==> config.mk <==
export PLATFORM = sky130hd
export DESIGN_NAME = mem_ctrl_flat
export DESIGN_NICKNAME = d
export VERILOG_FILES = /design/src/rtl/riscv_defs.sv /design/src/rtl/mem_ctrl_if.sv /design/src/rtl/mem_ctrl.sv /design/src/flat_wrapper.sv
export SDC_FILE = /design/constraint.sdc
export NUM_CORES = 1
export LEC_CHECK = 0
export ABC_AREA = 1
export CAP_MARGIN = 5
export CELL_PAD_IN_SITES_DETAIL_PLACEMENT = 1
export CELL_PAD_IN_SITES_GLOBAL_PLACEMENT = 2
export CORE_MARGIN = 4
export CORE_UTILIZATION = 27
export CTS_BUF_LIST = sky130_fd_sc_hd__clkbuf_16
export DETAILED_ROUTE_END_ITERATION = 6
export GPL_ROUTABILITY_DRIVEN = 0
export PLACE_DENSITY_LB_ADDON = 0.1
export SETUP_SLACK_MARGIN = 0.05
export SLEW_MARGIN = 20
export SYNTH_ARGS = -nofsm -noshare
export SYNTH_HDL_FRONTEND = slang
export SYNTH_SLANG_ARGS = --single-unit
export TNS_END_PERCENT = 100
==> constraint.sdc <==
create_clock -name clk -period 3 [get_ports clk]
set_clock_uncertainty 0.1 [all_clocks]
set_input_delay 0.3 -clock clk [delete_from_list [all_inputs] [get_ports clk]]
set_output_delay 0.3 -clock clk [all_outputs]
set_load 0.01 [all_outputs]
==> src/rtl/riscv_defs.sv <==
// Shared definitions for the byte-serial memory controller: size codes,
// requester ids, FSM state encoding and a size decode helper.
package riscv_defs;

   localparam logic [1:0] SZ_B = 2'b00;
   localparam logic [1:0] SZ_H = 2'b01;
   localparam logic [1:0] SZ_W = 2'b10;

   localparam logic REQ_IF = 1'b0;
   localparam logic REQ_MM = 1'b1;

   typedef enum logic [1:0] {
      StIdle,
      StXfer,
      StTail,
      StDone
   } mc_state_e;

   // Index of the last byte of an access; size 11 is handled as a word.
   function automatic logic [1:0] last_byte(input logic [1:0] size);
      logic [1:0] res;
      case (size)
         SZ_B:    res = 2'd0;
         SZ_H:    res = 2'd1;
         default: res = 2'd3;
      endcase
      return res;
   endfunction

endpackage

==> src/rtl/mem_ctrl_if.sv <==
// Pipeline-side handshake bundle of the memory controller: fetch and
// memory-stage request/response signals plus the per-stage stall requests.
interface mem_ctrl_if;

   logic        if_req;
   logic [31:0] if_addr;
   logic        if_done;
   logic [31:0] if_data;

   logic        mm_req;
   logic        mm_we;
   logic [1:0]  mm_size;
   logic        mm_sext;
   logic [31:0] mm_addr;
   logic [31:0] mm_wdata;
   logic        mm_done;
   logic [31:0] mm_rdata;

   logic        stl_if;
   logic        stl_mm;

   // Pipeline side: issues requests, receives results and stalls.
   modport master (
      output if_req, if_addr, mm_req, mm_we, mm_size, mm_sext, mm_addr, mm_wdata,
      input  if_done, if_data, mm_done, mm_rdata, stl_if, stl_mm
   );

   // Controller side.
   modport slave (
      input  if_req, if_addr, mm_req, mm_we, mm_size, mm_sext, mm_addr, mm_wdata,
      output if_done, if_data, mm_done, mm_rdata, stl_if, stl_mm
   );

endinterface

==> src/rtl/mem_ctrl.sv <==
// Single-port memory controller/arbiter. Serialises fetch and memory-stage
// accesses into byte cycles on a synchronous byte-wide RAM; the memory stage
// wins ties. Read bytes are assembled little-endian and optionally sign-extended.
module mem_ctrl
   import riscv_defs::*;
#(
   parameter int unsigned RAM_AW = 17
) (
   input  logic              clk,
   input  logic              rst,
   mem_ctrl_if.slave         bus,
   output logic [RAM_AW-1:0] ram_a,
   output logic              ram_wr,
   output logic [7:0]        ram_dout,
   input  logic [7:0]        ram_din
);

   mc_state_e         state_q, state_d;
   logic              req_q, req_d;
   logic              we_q, we_d;
   logic [1:0]        size_q, size_d;
   logic              sext_q, sext_d;
   logic [31:0]       addr_q, addr_d;    // address of the next byte to present
   logic [31:0]       wdata_q, wdata_d;  // store data, shifted down one byte per cycle
   logic [1:0]        cnt_q, cnt_d;      // byte index k currently on the RAM port
   logic [31:0]       buf_q, buf_d;
   logic              if_done_q, if_done_d;
   logic              mm_done_q, mm_done_d;
   logic [31:0]       if_data_q, if_data_d;
   logic [31:0]       mm_rdata_q, mm_rdata_d;
   logic [RAM_AW-1:0] ram_a_q, ram_a_d;
   logic              ram_wr_q, ram_wr_d;
   logic [7:0]        ram_dout_q, ram_dout_d;

   // Granted-request view: memory stage has fixed priority over fetch.
   logic        g_mm;
   logic        g_we;
   logic [1:0]  g_size;
   logic        g_sext;
   logic [31:0] g_addr;
   logic [31:0] g_wdata;
   logic [31:0] rd_full;
   logic [31:0] rd_ext;

   assign g_mm    = bus.mm_req;
   assign g_we    = g_mm & bus.mm_we;
   assign g_size  = g_mm ? bus.mm_size : SZ_W;
   assign g_sext  = g_mm & bus.mm_sext;
   assign g_addr  = g_mm ? bus.mm_addr : bus.if_addr;
   assign g_wdata = g_mm ? bus.mm_wdata : 32'h0;

   // Merge the final byte arriving from the RAM and extend to 32 bits.
   always_comb begin
      rd_full = buf_q;
      rd_full[{cnt_q, 3'b000} +: 8] = ram_din;
      case (size_q)
         SZ_B:    rd_ext = {{24{sext_q & rd_full[7]}}, rd_full[7:0]};
         SZ_H:    rd_ext = {{16{sext_q & rd_full[15]}}, rd_full[15:0]};
         default: rd_ext = rd_full;
      endcase
   end

   // Next-state and registered-output logic of the transfer FSM.
   always_comb begin
      state_d    = state_q;
      req_d      = req_q;
      we_d       = we_q;
      size_d     = size_q;
      sext_d     = sext_q;
      addr_d     = addr_q;
      wdata_d    = wdata_q;
      cnt_d      = cnt_q;
      buf_d      = buf_q;
      if_done_d  = 1'b0;
      mm_done_d  = 1'b0;
      if_data_d  = if_data_q;
      mm_rdata_d = mm_rdata_q;
      ram_a_d    = ram_a_q;
      ram_wr_d   = 1'b0;
      ram_dout_d = ram_dout_q;

      unique case (state_q)
         StIdle: begin
            if (bus.mm_req || bus.if_req) begin
               state_d    = StXfer;
               req_d      = g_mm ? REQ_MM : REQ_IF;
               we_d       = g_we;
               size_d     = g_size;
               sext_d     = g_sext;
               cnt_d      = 2'd0;
               buf_d      = 32'h0;
               // Present byte 0 on the next cycle.
               ram_a_d    = g_addr[RAM_AW-1:0];
               ram_wr_d   = g_we;
               ram_dout_d = g_wdata[7:0];
               addr_d     = g_addr + 32'd1;
               wdata_d    = g_wdata >> 8;
            end
         end

         StXfer: begin
            // RAM returns byte k-1 while byte k is being addressed.
            if (!we_q && cnt_q != 2'd0) begin
               buf_d[{cnt_q - 2'd1, 3'b000} +: 8] = ram_din;
            end
            if (cnt_q == last_byte(size_q)) begin
               if (we_q) begin
                  state_d   = StDone;
                  mm_done_d = (req_q == REQ_MM);
                  if_done_d = (req_q == REQ_IF);
               end else begin
                  state_d = StTail;
               end
            end else begin
               cnt_d      = cnt_q + 2'd1;
               ram_a_d    = addr_q[RAM_AW-1:0];
               ram_wr_d   = we_q;
               ram_dout_d = wdata_q[7:0];
               addr_d     = addr_q + 32'd1;
               wdata_d    = wdata_q >> 8;
            end
         end

         StTail: begin
            state_d = StDone;
            if (req_q == REQ_MM) begin
               mm_done_d  = 1'b1;
               mm_rdata_d = rd_ext;
            end else begin
               if_done_d = 1'b1;
               if_data_d = rd_ext;
            end
         end

         StDone: begin
            // Requests are deliberately not sampled here.
            state_d = StIdle;
         end

         default: state_d = StIdle;
      endcase
   end

   // State and output registers with synchronous reset.
   always_ff @(posedge clk) begin
      if (rst) begin
         state_q    <= StIdle;
         req_q      <= REQ_IF;
         we_q       <= 1'b0;
         size_q     <= SZ_B;
         sext_q     <= 1'b0;
         addr_q     <= 32'h0;
         wdata_q    <= 32'h0;
         cnt_q      <= 2'd0;
         buf_q      <= 32'h0;
         if_done_q  <= 1'b0;
         mm_done_q  <= 1'b0;
         if_data_q  <= 32'h0;
         mm_rdata_q <= 32'h0;
         ram_a_q    <= '0;
         ram_wr_q   <= 1'b0;
         ram_dout_q <= 8'h0;
      end else begin
         state_q    <= state_d;
         req_q      <= req_d;
         we_q       <= we_d;
         size_q     <= size_d;
         sext_q     <= sext_d;
         addr_q     <= addr_d;
         wdata_q    <= wdata_d;
         cnt_q      <= cnt_d;
         buf_q      <= buf_d;
         if_done_q  <= if_done_d;
         mm_done_q  <= mm_done_d;
         if_data_q  <= if_data_d;
         mm_rdata_q <= mm_rdata_d;
         ram_a_q    <= ram_a_d;
         ram_wr_q   <= ram_wr_d;
         ram_dout_q <= ram_dout_d;
      end
   end

   assign ram_a        = ram_a_q;
   assign ram_wr       = ram_wr_q;
   assign ram_dout     = ram_dout_q;
   assign bus.if_done  = if_done_q;
   assign bus.if_data  = if_data_q;
   assign bus.mm_done  = mm_done_q;
   assign bus.mm_rdata = mm_rdata_q;
   assign bus.stl_if   = bus.if_req & ~if_done_q;
   assign bus.stl_mm   = bus.mm_req & ~mm_done_q;

endmodule

==> src/flat_wrapper.sv <==
// flat-port wrapper written by rule: the top's interface ports become plain ports
module mem_ctrl_flat import riscv_defs::*;
#(
   parameter int unsigned RAM_AW = 17
)
  (clk, rst, ram_a, ram_wr, ram_dout, ram_din, bus_if_req, bus_if_addr, bus_mm_req, bus_mm_we, bus_mm_size, bus_mm_sext, bus_mm_addr, bus_mm_wdata, bus_if_done, bus_if_data, bus_mm_done, bus_mm_rdata, bus_stl_if, bus_stl_mm);
  mem_ctrl_if bus_i ();
  input  logic clk;
  input  logic rst;
  output logic [RAM_AW-1:0] ram_a;
  output logic ram_wr;
  output logic [7:0] ram_dout;
  input  logic [7:0] ram_din;
  input wire logic [$bits(bus_i.if_req)-1:0] bus_if_req;
  input wire logic [$bits(bus_i.if_addr)-1:0] bus_if_addr;
  input wire logic [$bits(bus_i.mm_req)-1:0] bus_mm_req;
  input wire logic [$bits(bus_i.mm_we)-1:0] bus_mm_we;
  input wire logic [$bits(bus_i.mm_size)-1:0] bus_mm_size;
  input wire logic [$bits(bus_i.mm_sext)-1:0] bus_mm_sext;
  input wire logic [$bits(bus_i.mm_addr)-1:0] bus_mm_addr;
  input wire logic [$bits(bus_i.mm_wdata)-1:0] bus_mm_wdata;
  output wire logic [$bits(bus_i.if_done)-1:0] bus_if_done;
  output wire logic [$bits(bus_i.if_data)-1:0] bus_if_data;
  output wire logic [$bits(bus_i.mm_done)-1:0] bus_mm_done;
  output wire logic [$bits(bus_i.mm_rdata)-1:0] bus_mm_rdata;
  output wire logic [$bits(bus_i.stl_if)-1:0] bus_stl_if;
  output wire logic [$bits(bus_i.stl_mm)-1:0] bus_stl_mm;
  assign bus_i.if_req = bus_if_req;
  assign bus_i.if_addr = bus_if_addr;
  assign bus_i.mm_req = bus_mm_req;
  assign bus_i.mm_we = bus_mm_we;
  assign bus_i.mm_size = bus_mm_size;
  assign bus_i.mm_sext = bus_mm_sext;
  assign bus_i.mm_addr = bus_mm_addr;
  assign bus_i.mm_wdata = bus_mm_wdata;
  assign bus_if_done = bus_i.if_done;
  assign bus_if_data = bus_i.if_data;
  assign bus_mm_done = bus_i.mm_done;
  assign bus_mm_rdata = bus_i.mm_rdata;
  assign bus_stl_if = bus_i.stl_if;
  assign bus_stl_mm = bus_i.stl_mm;
  mem_ctrl #(.RAM_AW(RAM_AW)) u_core (.clk(clk), .rst(rst), .bus(bus_i), .ram_a(ram_a), .ram_wr(ram_wr), .ram_dout(ram_dout), .ram_din(ram_din));
endmodule
==> out/results.ini, run 1 <==
[outcome]
status=complete, no violations

[floorplanning]
dieArea_um2=33200
initial_utilization=0.275
die_y_um=182
die_w_um=182
rows=63
core-area_um2=29800
io_pins=206

[timing]
maxSlewViolCount=0
fmax_mhz=382
fin_crit_sh=0.872
rsz0062_at_grt=false
tns_ps=0
min_period_ps=2620
maxSlewHeadroom=0.382
hold_viol=0
final-setup-viol-count=0
worst_slew_pin_slew_ps=927

[drt]
ant_nets=0
wire_per_inst_um=16.3
routed_wl_um=27400
via_per_inst=4.64
drt_pass1_iterations=4
drc=0
via_count=7790
drt_iter0_drc=410

[finish]
fin_area_um2=10800
n_antenna_cell=0
seqCellArea_um2=3480
fin_util=0.363
fillers=3631
multi_input_area_um2=3840
drive_gt1_frac=0.0822
final_nets=1400
syn_to_final_growth_pct=31.8

[yosys]
syn_nets=1253
synth_top_area_cell=dfxtp_1
syn_area_um2=8200
async_flop_share=0
synth_fa_ha_area_frac=0.0183
synth_edf_count=0
synth_cells=1129
synth.yosys.seq_area_share=0.425
yosys-top-cells-area=dfxtp_1 (42%), nand2_1 (8.6%), o21ai_0 (8.4%), a21oi_1 (7.6%), inv_1 (5.5%)
synthMuxAreaShare=0
synthFlopType=dfxtp_1
ys_warn_count=0
synth_top_family_by_area=compound AO/OA/AOI/OAI gates
ys_seq_elements=174
synthTopCellsByCount=nand2_1 (187), dfxtp_1 (174), o21ai_0 (138)
syn_area_per_cell_um2=7.27
yosysMostFrequentCell=nand2_1
synth_compound_gate_area_share=0.233
synth-xor-area-share=0.00427
yosys.area_share.simple=0.211
ys_types=47
yosys.area.top_type_share=0.425

[pwr]
combPwrFrac=0.448
p_int_mw=5.61
switching_share=0.427
p_leak_nw=4.53
power_density_nw_per_um2=904
vdd_drop_max_v=0.000359
switchingPower_mw=4.17
power_frac_clock=0.224
seqPwrFrac=0.327

[run]
maxCapViolations=0

[cts]
tritoncts=yes
clockBufferDepth=2
htree_levels=4
cts_root_buf=clkbuf_16
post_cts_buffers=0
cts.sinks=174
hold_buffers=0
insertion_delay_ps=440
clkTransAtPathRegs_ps=80
numCtsBuffers=17
cts.repair.resized=0

[global_routing]
grt_max_degree=74
grt_pass1_wl_um=44500
grt-ovfl-total=0
track_usage=0.166
grt_pass1_vias=8191
antenna_found_initial=0

[worst_setup_path]
cp.arrival_ps=2890
cp-startpoint=u_core.cnt_q[1]
critPathLaunchType=flip-flop
worstSetupPathType=flip-flop to flip-flop
r2r_cells=10
crit_required_ps=3270
r2r_start=u_core.cnt_q[1]
cp_max_fo=16
end_kind=flip-flop

[hold_path]
worstHoldPathCells=4
hold_start=rst
hp-class=input pin to flip-flop

[place]
place.port_buffers=175
place_area_um2=10300
hpwlAfterDp_um=19300

[registers in the layout, indices dropped and copies added (netlist names), 2 cells and up]
signal               cells
u_core.addr_q           17
u_core.buf_q            32
u_core.bus.if_data      32
u_core.bus.mm_rdata     32
u_core.cnt_q             2
u_core.ram_a            17
u_core.ram_dout          8
u_core.size_q            2
u_core.state_q           2
u_core.wdata_q          24
[cell families (layout without fill, tap and decap cells)]
| family | count (synthesis) | count (layout) |
|---|---|---|
| compound gates | 343 | 343 |
| xor+xnor | 4 | 4 |
| simple gates | 397 | 397 |
| fa+ha+maj | 12 | 12 |
| flops | 174 | 174 |
| buf+inv | 199 | 359 |
[cells in the final DEF, fill, tap and decap left out, drive strengths merged]
master	count
o211ai	5
a21oi	137
xnor2	1
o22ai	12
nand4	7
a31oi	5
o21a	1
dfxtp	174
a211oi	2
or2	1
inv	140
nor2	125
nor3	7
nor3b	1
nand2	197
clkbuf	17
clkdlybuf4s50	174
o21ai	149
buf	22
nand3	59
o32ai	4
a22oi	27
clkinv	1
a21boi	1
clkinvlp	5
ha	12
xor2	3
[final cells by class]
cell class              instances  share of cell area
multi-input cells             756               0.356
clock buffers                  17              0.0393
well taps                     390              0.0451
inverters                     131              0.0457
repair buffers                196               0.180
clock inverters                15              0.0125
flip-flops and latches        174               0.322
[final timing paths]
check                                 end  slack, ps
setup reg to reg  u_core.bus.mm_rdata[16]        380
hold / removal           u_core.buf_q[26]        160
setup / recovery  u_core.bus.mm_rdata[16]        380
hold reg to reg          u_core.buf_q[30]        360
[layer usage]
metal | part of all wire | wire [um] | GRT usage | vias up
li1 | - | - | - | 4005
met1 | 0.47 | 12800 | 0.213 | 3644
met2 | 0.49 | 13300 | 0.288 | 120
met3 | 0.037 | 1020 | 0.0341 | 21
met4 | 0.0096 | 262 | 0.0369 | 0
met5 | 0 | 0 | 0 | -
[through the flow]
| step | total power [mW] | std cells | hold WS (ps) | setup WS (ps) |
|---|---|---|---|---|
| after floorplan | 6.08 | 1129 | 334 | 669 |
| after global placement | 7.68 | 1647 | 343 | 169 |
| after detailed placement | 7.72 | 1647 | 351 | 162 |
| after CTS | 9.99 | 1679 | 148 | 308 |
| after global routing | 10.6 | 1679 | 167 | 101 |
| final | 9.78 | 1679 | 162 | 385 |
[worst max-delay path: stages, from the launching register on]
cell,delay (ps)
dfxtp_1,470
inv_1,180
ha_1,540
nand2_4,140
nor2_8,120
nand3_2,70
nand2_2,80
inv_2,50
o21ai_4,480
a21oi_1,160
a21oi_1,150
[power groups by stage]
stage	registers (mW)	clock network (mW)	logic (mW)
after global placement	3.25	0	4.43
after global routing	3.28	2.38	4.97
after CTS	3.21	2.28	4.50
final	3.20	2.19	4.38
after floorplan	3.34	0	2.73
after detailed placement	3.25	0	4.47
Note: power is estimated with default switching activity, not from simulation.
==> run 2: changes to the inputs <==
--- a/config.mk
+++ b/config.mk
@@ -9,7 +9,6 @@
 export CAP_MARGIN = 5
 export CELL_PAD_IN_SITES_DETAIL_PLACEMENT = 1
 export CELL_PAD_IN_SITES_GLOBAL_PLACEMENT = 2
-export CORE_MARGIN = 4
 export CORE_UTILIZATION = 27
 export CTS_BUF_LIST = sky130_fd_sc_hd__clkbuf_16
 export DETAILED_ROUTE_END_ITERATION = 6
==> out/results.ini, run 2 (same netlist as run 1, synthesis figures left out) <==
[global_routing]
grt_pass1_wl_um=42900  ; -3.6%
grt-ovfl-total=0  ; unchanged
track_usage=0.175  ; +0.00930
globalRouteMet1Util=0.222  ; +0.00823
grt_max_degree=74  ; unchanged
met3_usage=0.0289  ; -0.00523
antenna_found_initial=0  ; unchanged
grt.busiest_layer=met2
grt_use_met2=0.308  ; +0.0200
grt_pass1_vias=8004  ; -2.3%

[pwr]
power_mw=9.84  ; +0.63%
vdd_drop_max_v=0.000457  ; +27%
power_density_nw_per_um2=909  ; +0.55%
p_leak_nw=4.55  ; +0.50%

[timing]
whs_ps=333  ; +171 ps
fin_crit_sh=0.869  ; -0.00292
fin_ws_ps=393  ; +8.75 ps
tns_ps=0  ; unchanged
maxSlewHeadroom=0.331  ; -0.0510
final-setup-viol-count=0  ; unchanged
min_period_ps=2610  ; -8.75 ps
hold_viol=0  ; unchanged
worst_slew_pin_slew_ps=1000  ; +75.4 ps
maxSlewViolCount=0  ; unchanged
rsz0062_at_grt=false
fmax_mhz=384  ; +0.34%

[floorplanning]
core-area_um2=29800  ; unchanged
initial_utilization=0.275  ; unchanged
rows=63  ; unchanged
io_pins=206  ; unchanged
die_w_um=176  ; -3.3%
die_y_um=176  ; -3.3%
dieArea_um2=31100  ; -6.5%

[drt]
drc=0  ; unchanged
wire_per_inst_um=16.1  ; -1.7%
via_per_inst=4.67  ; +0.69%
drt_iter0_drc=305  ; -26%
routed_wl_um=27000  ; -1.6%
ant_nets=0  ; unchanged
via_count=7853  ; +0.81%
drt_pass1_iterations=6  ; +2

[worst_setup_path]
critPathLaunchType=flip-flop
crit_required_ps=3270  ; about the same
cp.arrival_ps=2880  ; about the same
worstSetupPathType=flip-flop to flip-flop
cp_max_fo=16  ; unchanged
end_kind=flip-flop

[cts]
insertion_delay_ps=440  ; about the same
htree_levels=4  ; unchanged
hold_buffers=0  ; unchanged
tritoncts=yes
cts_root_buf=clkbuf_16
cts.sinks=174  ; unchanged
clkTransAtPathRegs_ps=80  ; about the same
numCtsBuffers=17  ; unchanged
clockBufferDepth=2  ; unchanged
cts.repair.resized=0  ; unchanged
post_cts_buffers=0  ; unchanged

[hold_path]
hp-class=input pin to flip-flop

[finish]
multi_input_area_um2=3840  ; unchanged
syn_to_final_growth_pct=31.9  ; about the same
mostFrequentLayoutCells=nand2_1 (187), clkdlybuf4s50_1 (174), dfxtp_1 (174), o21ai_0 (138), a21oi_1 (125)
layout_commonest_cell=nand2_1
final_nets=1402  ; +0.14%
n_antenna_cell=0  ; unchanged
fin_area_um2=10800  ; about the same
fin_util=0.363  ; about the same
seqCellArea_um2=3480  ; unchanged
fillers=3645  ; +0.39%
drive_gt1_frac=0.0837  ; +0.00142
stdcell_count=1681  ; +0.12%

[place]
place_area_um2=10300  ; about the same
place.port_buffers=175  ; unchanged
place_ws_ps=252  ; +90.0 ps
dpl.cell_count=1649  ; +0.12%
hpwlAfterDp_um=18800  ; -2.4%

[outcome]
status=complete, no violations

[run]
maxCapViolations=0  ; unchanged

==> run 2: cell types whose count changed in the layout (fill, tap and decap cells not counted) <==
cell	change
inv_1	-1
inv_6	+3
clkinvlp_4	-5
buf_4	+3
clkinv_4	+2
clkinv_1	+1
buf_12	-1
==> run 2: cell type report <==
class / count / area share
inverters: 131 / 0.0457
clock inverters: 15 / 0.0131
flip-flops and latches: 174 / 0.322
repair buffers: 198 / 0.180
multi-input cells: 756 / 0.355
clock buffers: 17 / 0.0393
well taps: 390 / 0.0451
==> run 2: where the power goes <==
group,leakage [nW],switching [mW],internal [mW]
combinational,2.84,2.76,1.64
sequential,1.42,0.306,2.89
clock,0.284,1.13,1.11
total,4.55,4.19,5.65
==> run 2: worst paths after layout <==
| kind | start | endpoint | slack (ps) | depth (start not counted) |
|---|---|---|---|---|
| worst max-delay path | u_core.cnt_q[1] | u_core.bus.mm_rdata[31] | 390 | 10 |
| worst min-delay path | bus_mm_size[0] | u_core.size_q[0] | 330 | 3 |
| worst max register to register | u_core.cnt_q[1] | u_core.bus.mm_rdata[31] | 390 | 10 |
| worst min register to register | u_core.buf_q[30] | u_core.buf_q[30] | 360 | 2 |
==> run 2: routing by layer <==
metal	routed length [um]	up-vias	share of wire
met5	0	-	0
met4	285	0	0.011
met2	13200	106	0.49
met1	12700	3708	0.47
li1	-	4021	-
met3	742	18	0.027
==> run 2: worst max-delay path: stages (launching register included) <==
cell and delay [ps]:
dfxtp_1 460, inv_1 170, ha_1 540, nand2_4 140, nor2_8 120, nand3_2 70, nand2_2 70, inv_2 50
o21ai_4 490, a21oi_1 180, a21oi_1 160
